<file path="src/rtl/uart_bps_gen.sv">
// UART baud-rate generator: runtime-selectable divisor, mid-bit sample strobe,
// bit-boundary strobe, bit index and end-of-frame strobe.
module uart_bps_gen #(
  parameter int unsigned DIV_W      = 16,
  parameter int unsigned FRAME_BITS = 10,
  parameter int unsigned DIV_9600   = 5207,
  parameter int unsigned DIV_19200  = 2603,
  parameter int unsigned DIV_38400  = 1301,
  parameter int unsigned DIV_57600  = 867,
  parameter int unsigned DIV_115200 = 433
) (
  input  logic             clk,
  input  logic             rst_n,
  input  logic             cnt_start,
  input  logic [2:0]       baud_sel,
  input  logic [DIV_W-1:0] div_custom,
  output logic             bps_sig,
  output logic             bit_end,
  output logic [3:0]       bit_idx,
  output logic             frame_done,
  output logic             busy
);

  typedef enum logic {IDLE, RUN} state_t;

  state_t           state, state_nxt;
  logic [DIV_W-1:0] cnt, cnt_nxt;
  logic [DIV_W-1:0] div_q, div_nxt, div_sel, mid;
  logic [3:0]       idx_nxt;
  logic             run_ok, last_bit, at_end;

  always_comb begin
    div_sel = DIV_W'(DIV_9600);
    case (baud_sel)
      3'd0:    div_sel = DIV_W'(DIV_9600);
      3'd1:    div_sel = DIV_W'(DIV_19200);
      3'd2:    div_sel = DIV_W'(DIV_38400);
      3'd3:    div_sel = DIV_W'(DIV_57600);
      3'd4:    div_sel = DIV_W'(DIV_115200);
      3'd7:    div_sel = (div_custom < DIV_W'(3)) ? DIV_W'(3) : div_custom;
      default: div_sel = DIV_W'(DIV_9600);
    endcase
  end

  // (div_q+1)>>1 rewritten as div_q/2 + lsb so it cannot overflow DIV_W bits
  assign mid      = (div_q >> 1) + {{(DIV_W-1){1'b0}}, div_q[0]};
  assign last_bit = (bit_idx == 4'(FRAME_BITS - 1));
  assign at_end   = (cnt == div_q);

  // Dropping cnt_start suppresses every strobe in that same cycle
  assign run_ok     = (state == RUN) && cnt_start;
  assign bps_sig    = run_ok && (cnt == mid);
  assign bit_end    = run_ok && at_end;
  assign frame_done = bit_end && last_bit;
  assign busy       = (state == RUN);

  always_comb begin
    state_nxt = state;
    cnt_nxt   = cnt;
    div_nxt   = div_q;
    idx_nxt   = bit_idx;
    case (state)
      IDLE: begin
        cnt_nxt = '0;
        idx_nxt = '0;
        if (cnt_start) begin
          state_nxt = RUN;
          cnt_nxt   = DIV_W'(1);
          div_nxt   = div_sel;
        end
      end
      RUN: begin
        if (!cnt_start) begin
          state_nxt = IDLE;
          cnt_nxt   = '0;
          idx_nxt   = '0;
        end else if (at_end) begin
          cnt_nxt = '0;
          if (last_bit) begin
            idx_nxt = '0;
            div_nxt = div_sel;
          end else begin
            idx_nxt = bit_idx + 4'd1;
          end
        end else begin
          cnt_nxt = cnt + DIV_W'(1);
        end
      end
      default: state_nxt = IDLE;
    endcase
  end

  always_ff @(posedge clk or negedge rst_n) begin
    if (!rst_n) begin
      state   <= IDLE;
      cnt     <= '0;
      div_q   <= DIV_W'(DIV_9600);
      bit_idx <= '0;
    end else begin
      state   <= state_nxt;
      cnt     <= cnt_nxt;
      div_q   <= div_nxt;
      bit_idx <= idx_nxt;
    end
  end

endmodule

</file>
<file path="config.mk">
export PLATFORM = sky130hd
export DESIGN_NAME = uart_bps_gen
export DESIGN_NICKNAME = d
export VERILOG_FILES = /design/src/rtl/uart_bps_gen.sv
export SDC_FILE = /design/constraint.sdc
export NUM_CORES = 1
export LEC_CHECK = 0
export ABC_AREA = 1
export CAP_MARGIN = 20
export CORE_MARGIN = 10
export CORE_UTILIZATION = 40
export DETAILED_ROUTE_END_ITERATION = 8
export REMOVE_ABC_BUFFERS = 1
export SYNTH_ARGS = -nofsm -noshare
export SYNTH_HDL_FRONTEND = slang
export SYNTH_SLANG_ARGS = --single-unit
</file>
<file path="constraint.sdc">
create_clock -name clk -period 5.01 [get_ports clk]
set_input_delay 0.7515 -clock clk [delete_from_list [all_inputs] [get_ports clk]]
set_output_delay 0.7515 -clock clk [all_outputs]
set_load 0.02 [all_outputs]
</file>
==> reports/metrics.csv <==
metric;value;unit
worst vdd ir;0.000127;V
CP Capture Type;output port;
DRC;0;
clock buffer depth;2;
PwrDens;230;nW/um2
post-route ant nets;0;
CTS tree;done;
syn_area_per_cell;6.24;um2
Worst Skew;0.00589;ns
dpl ws;1.19;ns
mux share of post-synthesis cell area;0;%
initial antenna violation count;0;
#FFs+latches synth;37;
Slew headroom;44.4;%
gr ovfl total;0;
Cells after DPL;582;
Final Cycle Share;75.4;%
root buf cell;clkbuf_8;
Unique masters post-synth;33;
max-cap violations;0;
Overall Power;771;uW
drt total wl;6980;um
Max Freq;0.265;GHz
Core Util, Final;48.6;%
CP max FO;20;
RSZ-0062 raised after global routing;no;
gr usage total;13.1;%
Iteration-0 DRC Markers;81;
Slew @ Worst Pin;0.834;ns
sequential cell area fraction in the yosys report;32.3;%
CP bufs+invs;5;
top cell type by total area after synthesis;dfrtp_1;
complex-gate fraction of the synthesized area;4.11;%
Hold Vio Cnt, Final;0;
GPL Wtd Cong;0.875;
Post-Synth Simple-Gate Area;46.6;%
minimum clock period;3.78;ns
Placed Area;3260;um2
largest family of logic cells by synthesized area;simple AND/OR/NAND/NOR gates;
Port Buffer Count;29;
CP cell instances;clkdlybuf4s50_1 > buf_4 > nand2_1 > inv_1 > nand3_1 > nor2_1 > nand2_1 > inv_1 > nand3_1 > nor2_1 > nand3_1 > nor2_1 > clkdlybuf4s50_1;
total CTS buffers;5;
status;completed;
share of layout cells above drive strength 1;6.48;%
hpwl dp;5600;um
hold buffer count at CTS;0;
post-synth top area share;25.9;%
CP startpoint kind;primary input;
worst setup margin;1.23;ns
crit path DAT;3.02;ns
Netlist Area Pre-Place;2900;um2
Slew Viols, Final;0;
critical path's top delay family;buffers and inverters;
Die Ht;105;um
global-route wire length before repair;12400;um
WS Path Type;in -> out;
largest net degree at the start of global routing;38;
Initial DRT Pass Iterations;4;
final setup TNS;0;ns
via/cell ratio;4.75;
row count;30;
clock-pin transition on the worst setup and hold timing paths;0.07;ns
area delta synth->final;15.8;%
Synth warnings;0;
I/O pin cnt;30;
core area;6910;um2
Post-CTS Setup Bufs;0;
number of global-route vias before repair;2706;
H-tree Lvls;2;
CP max-delay cell;clkdlybuf4s50_1;
Finished Layout Cells;590;
worst-skew pair later-pin latency;0.29;ns
Fin Hold WS;0.492;ns
Gates resized, CTS repair;0;
worst stage delay on the critical path;0.61;ns
Static Leak;1.70;nW
# nets final;520;
Post-Synth XOR/XNOR Area;4.84;%
sinks on the clock net;37;
Post-Syn Instances;464;
Die ar.;11000;um2
fin area;3350;um2
Worst Path Required;4.26;ns
Die Wd;105;um
Worst Hold Class;reg -> reg;
Initial Util;41.9;%
Final setup viols;0;
adder-cell share of the synthesized area;2.16;%
# diodes;0;
routed vias;2800;
main area contributors after synthesis;dfrtp_1 26%, nand2_1 24%, inv_1 7.6%;
Routed WL per cell;11.8;um
[cells by family (layout without fill, tap and decap cells)]
family	Yosys count	in the layout
buffers and inverters	73	103
AO/OA/AOI/OAI	22	22
XOR/XNOR	16	16
AND/OR/NAND/NOR	311	311
flip-flops	37	37
adder cells (fa/ha/maj)	5	5
[cell type report]
type	count	area, um2
clock buffers	8	90.1
fillers	757	3550
flip-flops and latches	37	935
repair buffers	30	293
multi-input cells	354	1670
well taps	96	120
inverters	65	244
[final timing paths]
check	start	end	slack (ns)	cells after the start
worst max register to register	div_q[12]$_DFFE_PN1P_	bit_idx[0]$_DFFE_PN0P_	3.02	9
min in group asynchronous	rst_n	cnt[0]$_DFF_PN0_	0.56	1
worst max-delay path	cnt_start	bps_sig	1.23	13
max in group asynchronous	rst_n	div_q[13]$_DFFE_PN0P_	3.92	1
worst min-delay path	div_q[1]$_DFFE_PN1P_	div_q[1]$_DFFE_PN1P_	0.49	2
worst min register to register	div_q[1]$_DFFE_PN1P_	div_q[1]$_DFFE_PN1P_	0.49	2
[cells in the final DEF, fill, tap and decap left out, drive strengths merged]
cell and n:
nand3 31, a21oi 7, clkdlybuf4s50 28, xor2 13, dfrtp 30, o21ai 11
or2 1, nand4 17, nor3b 4, o211ai 1, nand3b 1, dfstp 7
nand2b 1, inv 65, ha 5, and2 1, nor3 13, a21boi 1
xnor2 3, o21bai 1, nor2 54, buf 2, nand2 188, clkbuf 8
a31oi 1
[worst min-delay path, delay by kind of cell, from the launching register on]
| family | cells | cell delay [ns] |
|---|---|---|
| flops | 1 | 0.39 |
| simple gates | 2 | 0.10 |
[cells in the mapped netlist]
cell type	number
nor3b_1	3
o21bai_1	1
a21boi_0	1
inv_2	6
o21ai_0	11
nand3b_1	1
nor2_1	50
buf_2	3
nand3_1	30
buf_4	1
o211ai_1	1
nor3_4	1
nand2b_1	1
dfstp_2	7
nor3_1	11
nand3_4	1
nand2_4	2
a21oi_1	7
nand4_1	17
xnor2_1	3
a31oi_1	1
xor2_1	13
ha_1	5
nand2_1	186
or2_2	1
nor3b_2	1
clkbuf_1	3
nor2_2	4
dfrtp_1	30
and2_1	1
nor3_2	1
inv_1	59
buf_6	1
[flip-flops by register name (all words and copies together), names as in the netlist]
signal   flops
div_q       16
bit_idx      4
cnt         16
busy         1
[power breakdown]
part,total [mW],switching [mW],internal (mW)
Sequential,0.368,0.0383,0.330
Clock,0.219,0.107,0.112
Combinational,0.184,0.107,0.0764
Total,0.771,0.253,0.518
[metal layers]
metal  part of all wire [%]  vias to the layer above  track usage (%)
met5                      0                        -                0
met4                    2.5                        0             5.59
met3                    4.0                       14             2.03
met2                     45                       58             21.3
met1                     48                     1222             16.8
li1                       -                     1506                -
Note: power is estimated with default switching activity, not from simulation.
